### src/rtl/cmos_pat_pkg.sv
// Shared types and constants for the CMOS test-pattern stream source.
// Holds FSM/mode enums, colour-bar table and the CRC-16/CCITT-FALSE byte step.
package cmos_pat_pkg;

    typedef enum logic [2:0] {
        ST_IDLE   = 3'd0,
        ST_VSYNC  = 3'd1,
        ST_VBACK  = 3'd2,
        ST_HBLANK = 3'd3,
        ST_ACTIVE = 3'd4,
        ST_VFRONT = 3'd5
    } state_t;

    typedef enum logic [1:0] {
        MODE_COUNTER = 2'd0,
        MODE_BARS    = 2'd1,
        MODE_CONST   = 2'd2,
        MODE_CHECKER = 2'd3
    } mode_t;

    // RGB565: white, yellow, cyan, green, magenta, red, blue, black
    localparam logic [15:0] BAR_COLOUR [8] = '{
        16'hFFFF, 16'hFFE0, 16'h07FF, 16'h07E0,
        16'hF81F, 16'hF800, 16'h001F, 16'h0000
    };

    localparam logic [15:0] CRC_POLY = 16'h1021;
    localparam logic [15:0] CRC_INIT = 16'hFFFF;

    function automatic logic [15:0] crc16_byte(input logic [15:0] crc, input logic [7:0] data);
        logic [15:0] c;
        c = crc ^ {data, 8'h00};
        for (int i = 0; i < 8; i++) begin
            c = c[15] ? ((c << 1) ^ CRC_POLY) : (c << 1);
        end
        return c;
    endfunction

endpackage

### src/rtl/cmos_pat_pixel.sv
// Combinational RGB565 pixel generator for the selected test pattern.
// Position inputs come from the timing FSM; no dividers, bar index is supplied directly.
module cmos_pat_pixel
    import cmos_pat_pkg::*;
#(
    parameter int X_W = 10,
    parameter int Y_W = 9
) (
    input  mode_t            mode_i,
    input  logic [2:0]       bar_i,
    input  logic [X_W-1:0]   x_i,
    input  logic [Y_W-1:0]   y_i,
    input  logic [15:0]      cnt_i,
    input  logic [15:0]      const_i,
    output logic [15:0]      pixel_o
);

    logic [X_W-1:0] x_cell;
    logic [Y_W-1:0] y_cell;

    assign x_cell = x_i >> 3;
    assign y_cell = y_i >> 3;

    always_comb begin
        pixel_o = 16'h0000;
        case (mode_i)
            MODE_COUNTER: pixel_o = cnt_i;
            MODE_BARS:    pixel_o = BAR_COLOUR[bar_i];
            MODE_CONST:   pixel_o = const_i;
            MODE_CHECKER: pixel_o = (x_cell[0] ^ y_cell[0]) ? 16'hFFFF : 16'h0000;
            default:      pixel_o = 16'h0000;
        endcase
    end

endmodule

### src/rtl/cmos_pattern_gen.sv
// OV-style vsync/href/byte-serial RGB565 frame source with selectable test patterns.
// Define CMOS_PAT_CRC_EN to add a per-frame CRC-16/CCITT-FALSE over active bytes on crc_o.
module cmos_pattern_gen
    import cmos_pat_pkg::*;
#(
    parameter int          H_ACTIVE  = 640,
    parameter int          V_ACTIVE  = 480,
    parameter int          H_BLANK   = 100,
    parameter int          VSYNC_LEN = 1000,
    parameter int          V_BACK    = 200,
    parameter int          V_FRONT   = 200,
    parameter logic [15:0] CNT_MAX   = 16'd799
) (
    input  logic        CLK,
    input  logic        RSTn,
    input  logic        enable_i,
    input  logic [1:0]  mode_i,
    input  logic [15:0] const_i,
    output logic        cmos_vsyn,
    output logic        cmos_href,
    output logic [7:0]  cmos_data,
    output logic [15:0] frame_cnt_o,
    output logic        frame_done_o
`ifdef CMOS_PAT_CRC_EN
    ,
    output logic [15:0] crc_o
`endif
);

    // state     | meaning
    // ST_IDLE   | outputs quiet, waiting for enable_i
    // ST_VSYNC  | vsyn high for VSYNC_LEN cycles, pattern settings latched on entry
    // ST_VBACK  | V_BACK quiet cycles after vsync
    // ST_HBLANK | H_BLANK href-low cycles before each line
    // ST_ACTIVE | href high, 2*H_ACTIVE bytes, high byte first
    // ST_VFRONT | V_FRONT quiet cycles, then next frame or idle

    localparam int BAR_W = H_ACTIVE / 8;
    localparam int BW_W  = (BAR_W > 1) ? $clog2(BAR_W) : 1;
    localparam int X_W   = $clog2(H_ACTIVE + 1);
    localparam int Y_W   = (V_ACTIVE > 1) ? $clog2(V_ACTIVE) : 1;
    localparam int T_A   = (VSYNC_LEN > V_BACK) ? VSYNC_LEN : V_BACK;
    localparam int T_B   = (H_BLANK > V_FRONT) ? H_BLANK : V_FRONT;
    localparam int T_C   = (T_A > T_B) ? T_A : T_B;
    localparam int T_MAX = (T_C > 2 * H_ACTIVE) ? T_C : 2 * H_ACTIVE;
    localparam int TMR_W = $clog2(T_MAX + 1);

    state_t            state_q;
    logic [TMR_W-1:0]  tmr_q;
    mode_t             mode_q;
    logic [15:0]       const_q;
    logic [X_W-1:0]    x_q;
    logic [Y_W-1:0]    y_q;
    logic              hi_q;
    logic [2:0]        bar_q;
    logic [BW_W-1:0]   bar_left_q;
    logic [15:0]       pcnt_q;
    logic              vsyn_q;
    logic              href_q;
    logic [7:0]        data_q;
    logic [15:0]       fcnt_q;
    logic              fdone_q;

    logic              tmr_zero;
    logic              last_line;
    logic              start_frame_d;
    logic              load_byte_d;
    logic              frame_end_d;
    logic [15:0]       pixel_d;
    logic [7:0]        byte_d;
    logic [X_W-1:0]    x_d;
    logic              hi_d;
    logic [2:0]        bar_d;
    logic [BW_W-1:0]   bar_left_d;
    logic [15:0]       pcnt_d;

    cmos_pat_pixel #(
        .X_W (X_W),
        .Y_W (Y_W)
    ) u_pixel (
        .mode_i  (mode_q),
        .bar_i   (bar_q),
        .x_i     (x_q),
        .y_i     (y_q),
        .cnt_i   (pcnt_q),
        .const_i (const_q),
        .pixel_o (pixel_d)
    );

    assign tmr_zero      = (tmr_q == '0);
    assign last_line     = (y_q == Y_W'(V_ACTIVE - 1));
    assign start_frame_d = enable_i && ((state_q == ST_IDLE) || (state_q == ST_VFRONT && tmr_zero));
    assign load_byte_d   = (state_q == ST_HBLANK && tmr_zero) || (state_q == ST_ACTIVE && !tmr_zero);
    assign frame_end_d   = (state_q == ST_ACTIVE) && tmr_zero && last_line;
    assign byte_d        = hi_q ? pixel_d[15:8] : pixel_d[7:0];

    // Position registers point at the byte to be emitted next; they advance after each load.
    always_comb begin
        hi_d       = ~hi_q;
        x_d        = x_q;
        bar_d      = bar_q;
        bar_left_d = bar_left_q;
        pcnt_d     = pcnt_q;
        if (!hi_q) begin
            x_d    = x_q + 1'b1;
            pcnt_d = (pcnt_q == CNT_MAX) ? 16'd0 : pcnt_q + 16'd1;
            if (bar_left_q == '0) begin
                bar_left_d = BW_W'(BAR_W - 1);
                bar_d      = bar_q + 3'd1;
            end else begin
                bar_left_d = bar_left_q - 1'b1;
            end
        end
    end

    always_ff @(posedge CLK or negedge RSTn) begin
        if (!RSTn) begin
            state_q    <= ST_IDLE;
            tmr_q      <= '0;
            mode_q     <= MODE_COUNTER;
            const_q    <= '0;
            x_q        <= '0;
            y_q        <= '0;
            hi_q       <= 1'b1;
            bar_q      <= '0;
            bar_left_q <= BW_W'(BAR_W - 1);
            pcnt_q     <= '0;
            vsyn_q     <= 1'b0;
            href_q     <= 1'b0;
            data_q     <= '0;
            fcnt_q     <= '0;
            fdone_q    <= 1'b0;
        end else begin
            fdone_q <= 1'b0;
            if (start_frame_d) begin
                state_q <= ST_VSYNC;
                tmr_q   <= TMR_W'(VSYNC_LEN - 1);
                vsyn_q  <= 1'b1;
                mode_q  <= mode_t'(mode_i);
                const_q <= const_i;
                y_q     <= '0;
                pcnt_q  <= '0;
            end else begin
                if (load_byte_d) begin
                    data_q     <= byte_d;
                    hi_q       <= hi_d;
                    x_q        <= x_d;
                    bar_q      <= bar_d;
                    bar_left_q <= bar_left_d;
                    pcnt_q     <= pcnt_d;
                end
                case (state_q)
                    ST_IDLE: begin
                        tmr_q <= '0;
                    end
                    ST_VSYNC: begin
                        if (tmr_zero) begin
                            state_q <= ST_VBACK;
                            tmr_q   <= TMR_W'(V_BACK - 1);
                            vsyn_q  <= 1'b0;
                        end else begin
                            tmr_q <= tmr_q - 1'b1;
                        end
                    end
                    ST_VBACK: begin
                        if (tmr_zero) begin
                            state_q <= ST_HBLANK;
                            tmr_q   <= TMR_W'(H_BLANK - 1);
                        end else begin
                            tmr_q <= tmr_q - 1'b1;
                        end
                    end
                    ST_HBLANK: begin
                        if (tmr_zero) begin
                            state_q <= ST_ACTIVE;
                            tmr_q   <= TMR_W'(2 * H_ACTIVE - 1);
                            href_q  <= 1'b1;
                        end else begin
                            tmr_q <= tmr_q - 1'b1;
                        end
                    end
                    ST_ACTIVE: begin
                        if (tmr_zero) begin
                            href_q     <= 1'b0;
                            data_q     <= '0;
                            x_q        <= '0;
                            hi_q       <= 1'b1;
                            bar_q      <= '0;
                            bar_left_q <= BW_W'(BAR_W - 1);
                            if (frame_end_d) begin
                                state_q <= ST_VFRONT;
                                tmr_q   <= TMR_W'(V_FRONT - 1);
                                fdone_q <= 1'b1;
                                fcnt_q  <= fcnt_q + 16'd1;
                            end else begin
                                state_q <= ST_HBLANK;
                                tmr_q   <= TMR_W'(H_BLANK - 1);
                                y_q     <= y_q + 1'b1;
                            end
                        end else begin
                            tmr_q <= tmr_q - 1'b1;
                        end
                    end
                    ST_VFRONT: begin
                        if (tmr_zero) begin
                            state_q <= ST_IDLE;
                        end else begin
                            tmr_q <= tmr_q - 1'b1;
                        end
                    end
                    default: state_q <= ST_IDLE;
                endcase
            end
        end
    end

    assign cmos_vsyn    = vsyn_q;
    assign cmos_href    = href_q;
    assign cmos_data    = data_q;
    assign frame_cnt_o  = fcnt_q;
    assign frame_done_o = fdone_q;

`ifdef CMOS_PAT_CRC_EN
    logic [15:0] crc_run_q;
    logic [15:0] crc_q;

    // The final byte is folded in when loaded, so crc_run_q is complete at the frame-end edge.
    always_ff @(posedge CLK or negedge RSTn) begin
        if (!RSTn) begin
            crc_run_q <= CRC_INIT;
            crc_q     <= '0;
        end else begin
            if (start_frame_d) begin
                crc_run_q <= CRC_INIT;
            end else if (load_byte_d) begin
                crc_run_q <= crc16_byte(crc_run_q, byte_d);
            end
            if (frame_end_d) begin
                crc_q <= crc_run_q;
            end
        end
    end

    assign crc_o = crc_q;
`endif

endmodule
### config.mk
export PLATFORM = sky130hd
export DESIGN_NAME = cmos_pattern_gen
export DESIGN_NICKNAME = d
export VERILOG_FILES = /design/src/rtl/cmos_pat_pkg.sv /design/src/rtl/cmos_pat_pixel.sv /design/src/rtl/cmos_pattern_gen.sv
export SDC_FILE = /design/constraint.sdc
export NUM_CORES = 1
export LEC_CHECK = 0
export CORE_MARGIN = 3
export CORE_UTILIZATION = 55
export DETAILED_ROUTE_END_ITERATION = 8
export GPL_ROUTABILITY_DRIVEN = 1
export HOLD_SLACK_MARGIN = 0.15
export PLACE_DENSITY = 0.78
export SLEW_MARGIN = 20
export SYNTH_ARGS = -nofsm -noshare
export SYNTH_HDL_FRONTEND = slang
export SYNTH_SLANG_ARGS = --single-unit
### constraint.sdc
create_clock -name CLK -period 3.18 [get_ports CLK]
set_input_delay 0.636 -clock CLK [delete_from_list [all_inputs] [get_ports CLK]]
set_output_delay 0.636 -clock CLK [all_outputs]
set_load 0.01 [all_outputs]
* Yosys cells after proc, flatten, opt, wreduce, memory -nomap -nowiden
Memory sizes are Yosys's and may differ from the RTL's.
Index checks and enable logic that the tools add are counted.
** Storage, ports and cells
- Bits in registers :: 105
- Bits in latches :: 0
- Memory bits (writable) :: 0
- Memory bits (read-only) :: 128
- Input port bits :: 21
- Output and inout port bits :: 27
- Word-level logic and storage cells :: 133
- Memories kept :: 1
** Cells by class
- $add $sub $neg :: 7
- Multiply operators :: 0
- Divide/modulo/power cells :: 0
- Magnitude comparators :: 1
- Eq/ne operators :: 21
- Shift-type cells :: 0
- Mux-type cells :: 58
- Bitwise operators :: 4
- Reductions and logical operators :: 26
** Memories
- (no name shown) :: words 8, bits a word 16, rd ports 1, clocked after Yosys merged registers in 0, write ports 0, line cmos_pat_pixel.sv:28 : MODE_BARS: pixel_o = BAR_COLOUR[bar_i];
** Operators with widths (count)
- 2-to-1 mux 16 bit :: 7
- 2-to-1 mux 11 bit :: 6
- case mux 11 bit (6 select lines) :: 1
- case mux 16 bit (4 select lines) :: 1
- 2-to-1 mux 10 bit :: 4
- 2-to-1 mux 8 bit :: 5
- 2-to-1 mux 3 bit :: 12
- 2-to-1 mux 9 bit :: 4
- 2-to-1 mux 7 bit :: 5
- adder 16 x 1 -> 16 bit, second input constant :: 2
- != test 3 bit, second input constant :: 6
- case mux 3 bit (6 select lines) :: 1
- == test 16 x 10 -> 1 bit, second input constant :: 1
- zero test 11 bit :: 1
- 2-to-1 mux 1 bit :: 11
- subtractor 11 x 1 -> 11 bit, second input constant :: 1
- adder 10 x 1 -> 10 bit, second input constant :: 1
- nonzero test 2 bit :: 5
- adder 9 x 1 -> 9 bit, second input constant :: 1
- == test 9 bit, second input constant :: 1
- != test 2 bit, second input constant :: 4
- AND reduction 4 bit :: 2
- zero test 7 bit :: 1
- nonzero test 7 bit :: 1
- 21 further kinds :: 33

* Depth between registers and ports, before layout
- Word-level depth :: 9
- Depth in mapped cells :: 10
- Gate-level depth less buffers :: 7

* Modules after synthesis
Synthesis repeated with hierarchy kept, for this count alone.
** Second synthesis, totals
- Cell total of the unflattened synthesis :: 683
- Area, all modules :: 6432.4 um^2
** By module, submodules not included
- cmos_pattern_gen :: times used 1, cells an instance 658, area each 5958.2 um^2, seq. area each 2635.0 um^2
- cmos_pat_pixel :: times used 1, cells an instance 25, area each 474.2 um^2, seq. area each 0.0 um^2

* Worst setup path after synthesis
Ideal clock, no wire load.
- Path kind :: flip-flop to flip-flop
- Start :: reg tmr_q[0]
- End :: reg x_q[1]
- Arrival time :: 2443 ps
- Setup slack :: 596 ps
- Cell stages (with the launch flop) :: 11
- Path buffers :: 3
- Cell sequence :: dfrtp_1 inv_1 ha_1 or4b_1 buf_2 nor3_4 mux2i_1 clkbuf_1 clkbuf_1 mux2i_1 nor2_1
** On the way
- Cells in the longest elaborated chain, start to end :: 7
** Ends and longest elaborated chain
- start, declared :: line cmos_pattern_gen.sv:49 : logic [TMR_W-1:0] tmr_q;
- start signal, assigned :: line cmos_pattern_gen.sv:137 : tmr_q <= TMR_W'(VSYNC_LEN - 1);
- start signal, assigned :: line cmos_pattern_gen.sv:159 : tmr_q <= TMR_W'(V_BACK - 1);
- start signal, assigned :: line cmos_pattern_gen.sv:162 : tmr_q <= tmr_q - 1'b1;
- zero test 11 bit * :: line cmos_pattern_gen.sv:90 : assign tmr_zero = (tmr_q == '0);
- zero test 1 bit :: line cmos_pattern_gen.sv:93 : assign load_byte_d = (state_q == ST_HBLANK && tmr_zero) || (state_q == ST_ACTIVE && !tmr_zero);
- logical AND 1 bit :: line cmos_pattern_gen.sv:93
- logical OR 1 bit :: line cmos_pattern_gen.sv:93
- 2-to-1 mux 10 bit :: line cmos_pattern_gen.sv:144 : if (load_byte_d) begin
- 2-to-1 mux 10 bit :: line cmos_pattern_gen.sv:183 : if (tmr_zero) begin
- 2-to-1 mux 10 bit :: line cmos_pattern_gen.sv:152 : case (state_q)
- end signal, assigned :: line cmos_pattern_gen.sv:122 : x_q <= '0;
- end signal, assigned :: line cmos_pattern_gen.sv:147 : x_q <= x_d;
- end signal, assigned :: line cmos_pattern_gen.sv:186 : x_q <= '0;
- end, declared :: line cmos_pattern_gen.sv:52 : logic [X_W-1:0] x_q;
Every way passes the cells marked *; elsewhere a longest branch is shown, timed or not.
A chain may end at the register's enable or synchronous reset.

* Final worst setup path
- Start :: reg tmr_q[0]
- End :: reg fcnt_q[15] (netlist: frame_cnt_o[15])
** On the way
- Cells in the longest elaborated chain, start to end :: 6
** Ends and longest elaborated chain
- zero test 11 bit * :: line cmos_pattern_gen.sv:90
- logical AND 1 bit :: line cmos_pattern_gen.sv:92 : assign start_frame_d = enable_i && ((state_q == ST_IDLE) || (state_q == ST_VFRONT && tmr_zero));
- logical OR 1 bit :: line cmos_pattern_gen.sv:92
- logical AND 1 bit :: line cmos_pattern_gen.sv:92
- inverter 1 bit (no line)
- AND reduction 4 bit (no line) *
- end signal, assigned :: line cmos_pattern_gen.sv:194 : fcnt_q <= fcnt_q + 16'd1;
- end, declared :: line cmos_pattern_gen.sv:61 : logic [15:0] fcnt_q;
Marks and branches as above.

==> impl_results.md <==
* DP HPWL at 10190 um
* Buffers on Ports at 47
* Worst skew pair latency at 0.39 ns
* I/O pins at 48
* Largest net degree at the start of global routing at 51
* CP peak stage delay at 0.68 ns
* Worst-path cell chain: inv_1 > ha_1 > or4b_1 > or4_4 > nor3_4 > nand4_1 > xnor2_1
* Clock tree from TritonCTS: yes
* Vias at 5275
* Routed Antenna Nets at 0
* Core Footprint at 10040 um^2
* Netlist cell types at 60
* Synth area leader: dfrtp_1
* Final hold violation count at 0
* Worst path slowest cell: or4_4
* Avg Inst Size Synth at 8.721 um^2
* Top delay family on crit path: simple AND/OR/NAND/NOR gates
* Clock Path Buffers at 2
* P_leak at 2.776 nW
* Crit share post-route at 84.95%
* Initial DRC Count at 520
* Starting Density at 58.17%
* Top cells by area, synth: dfrtp_1, nand2_1, o21ai_0, xnor2_1, a21oi_1
* Post-synth net total at 699
* Clock skew at 0.01456 ns
* Filler Cells Inserted at 830
* Min setup slack post-route at 0.4787 ns
* Number of hold buffers added after CTS at 0
* PwrDens at 503.0 nW/um^2
* Status: finished clean
* Critical Path AT at 2.98 ns
* Main synth FF type: dfrtp_1
* Clock Sink Count at 99
* Least-Margin Pin Slew at 0.7037 ns
* CP max FO at 13
* Post-synth EDFFs at 0
* Register area share after synthesis at 42.53%
* Worst ir drop on vdd at 0.3274 mV
* Total GRT Usage at 26.34%
* Max-cap viol count at 0
* Setup TNS at 0 ns
* Row count at 36
* Die area at 11900 um^2
* Root Buffer Master: clkbuf_8
* Post-Synthesis Cell Area at 5843 um^2
* Syn-to-layout area delta at 14.03%
* Seq cells post-synth at 99
* Initial antenna violation count at 0
* Final Core Density at 66.33%
* Pre-CTS setup slack at 0.4986 ns
* Routed vias/inst at 6.257
* CP endpoint kind: register
* Drt first pass iters at 5
* Async SR Flop Fraction at 100.0%
* Post-synth top area share at 39.83%
* Worst-path clk slew at 0.10 ns
* Setup Buffers After CTS at 0
* Vias in the first global route at 5083
* Layout cells sized above 1 at 8.873%
* Total congestion overflow at 0
* Sum of buffers and inverters on the critical path at 1
* Syn Inst Count at 670
* Post-cts sizing count at 0
* Htree depth at 3
* Gpl congestion at 0.9373
* Ys Warns at 0
* Fmax at 370.2 MHz
* RSZ-0062 raised after global routing: no
* Routed length per instance at 17.56 um
* Required @ worst endpoint at 3.46 ns
* Pins over their slew limit at 0
* Startpoint Class: register
* FF/Latch Area at 2485 um^2
* # diodes at 0
* First-pass GRT wire length at 24860 um
* Setup violators final at 0
* Post-route DRC at 0
* Post-layout min period at 2.701 ns
* HP Class: input pin to asynchronous set/reset pin
* Total wire length at 14800 um
* CTS Buf Count at 9
* Area occupied by multi-input gates at 3138 um^2
* Crit Path Category: register to register
* Die width at 109.1 um
* Die Ht at 109.1 um
* Rel. slew slack at 53.09%
* Nets at 734
[final timing paths]
check                                   to  cells past startpoint  slack, ns            start
max in group asynchronous             hi_q                      2       2.18             RSTn
min in group CLK           frame_cnt_o[15]                      1       0.48  frame_cnt_o[15]
hold / removal                 const_q[15]                      1       0.27             RSTn
hold reg to reg            frame_cnt_o[15]                      1       0.48  frame_cnt_o[15]
setup reg to reg           frame_cnt_o[15]                      7       0.48         tmr_q[0]
setup / recovery           frame_cnt_o[15]                      7       0.48         tmr_q[0]
[area by class of cell]
class | instances | share of cell area [%]
well taps | 133 | 2.498
repair buffers | 64 | 9.502
multi-input cells | 520 | 47.10
inverters | 11 | 0.6197
flip-flops and latches | 99 | 37.30
clock buffers | 13 | 2.685
clock inverters | 3 | 0.3005
[cell usage after synthesis (5+ instances only)]
| library cell | n |
|---|---|
| nand2_1 | 112 |
| dfrtp_1 | 93 |
| o21ai_0 | 40 |
| nor2_1 | 37 |
| a21oi_1 | 32 |
| nand3_1 | 29 |
| clkbuf_1 | 27 |
| xnor2_1 | 20 |
| or3_1 | 19 |
| or4_1 | 18 |
| nor2b_1 | 15 |
| nand4_1 | 14 |
| o211ai_1 | 12 |
| inv_1 | 11 |
| nor3_1 | 11 |
| nor4_1 | 11 |
| o31ai_1 | 11 |
| a211oi_1 | 10 |
| a31oi_1 | 9 |
| and3_1 | 8 |
| buf_2 | 8 |
| ha_1 | 8 |
| xor2_1 | 8 |
| nand2b_1 | 7 |
| nand3b_1 | 7 |
| o22ai_1 | 7 |
| dfstp_2 | 6 |
| mux2i_1 | 6 |
| a21o_1 | 5 |
[cell families (layout without fill, tap and decap cells)]
group,after synthesis,in the layout,share of synthesized area (%)
and+or+nand+nor,326,326,30.11
AOI/OAI and AO/OA,151,151,16.40
adders and majority gates,8,8,1.713
xor gates and xnor gates,28,28,4.197
muxes,7,7,1.221
buffers and inverters,51,91,3.833
DFF,99,99,42.53
[report_power, final]
group          leakage (nW)  switching [W]  internal [W]  total, W
registers              1.28       0.000225       0.00142   0.00165
logic                  1.40       0.000499      0.000379  0.000878
clock network        0.0977       0.000456      0.000369  0.000825
[layout by cell type (no fill, tap or decap), types with 4 or more instances in the layout]
cell type	netlist	routed
nand2b_1	7	7
o41ai_1	4	4
a211oi_1	10	10
nand4_1	14	14
nand2_1	112	112
nor3_2	4	4
inv_1	11	11
or4_1	18	18
dfrtp_1	93	93
or3b_2	4	4
o21a_1	4	4
o32ai_1	4	4
nor3_1	11	11
nor2_1	37	37
or3_1	19	19
o21ai_0	40	40
o31ai_1	11	11
a31oi_1	9	9
nand3b_1	7	7
clkbuf_8	0	13
ha_1	8	8
buf_4	0	15
xnor2_1	20	20
a21oi_1	32	32
dfstp_2	6	6
clkdlybuf4s50_1	0	46
mux2i_1	6	5
nor2b_1	15	15
xor2_1	8	8
or2_2	4	4
and2_1	4	4
and3_1	8	8
nand3_1	29	29
o22ai_1	7	7
o211ai_1	12	12
nor4_1	11	11
a21o_1	5	5
[per-layer routing]
layer / up-vias / GRT usage, % / share of wire (%)
met5: - / 0 / 0
met3: 20 / 6.927 / 6.3
met1: 2573 / 36.57 / 46
met4: 0 / 7.665 / 1.4
li1: 2517 / - / -
met2: 165 / 40.70 / 47
[metrics by stage]
stage	cells	power, W	instance area (um^2)	hold slack (ns)
finish	843	0.003351	6663	0.2670
global route	843	0.003560	6663	0.2963
CTS	843	0.003355	6663	0.2797
detailed placement	827	0.002526	6464	0.4577
global placement	827	0.002489	6464	0.4567
floorplan	670	0.002278	5843	0.3404
[sequential cells by signal, indices dropped and copies added, names as in the netlist, 3 cells and up]
| signal | flops |
|---|---|
| bar_left_q | 7 |
| frame_cnt_o | 16 |
| tmr_q | 11 |
| const_q | 16 |
| y_q | 9 |
| state_q | 3 |
| x_q | 4 |
| pcnt_q | 16 |
| bar_q | 3 |
| cmos_data | 8 |
No activity file was read; power rests on OpenSTA's default activity.
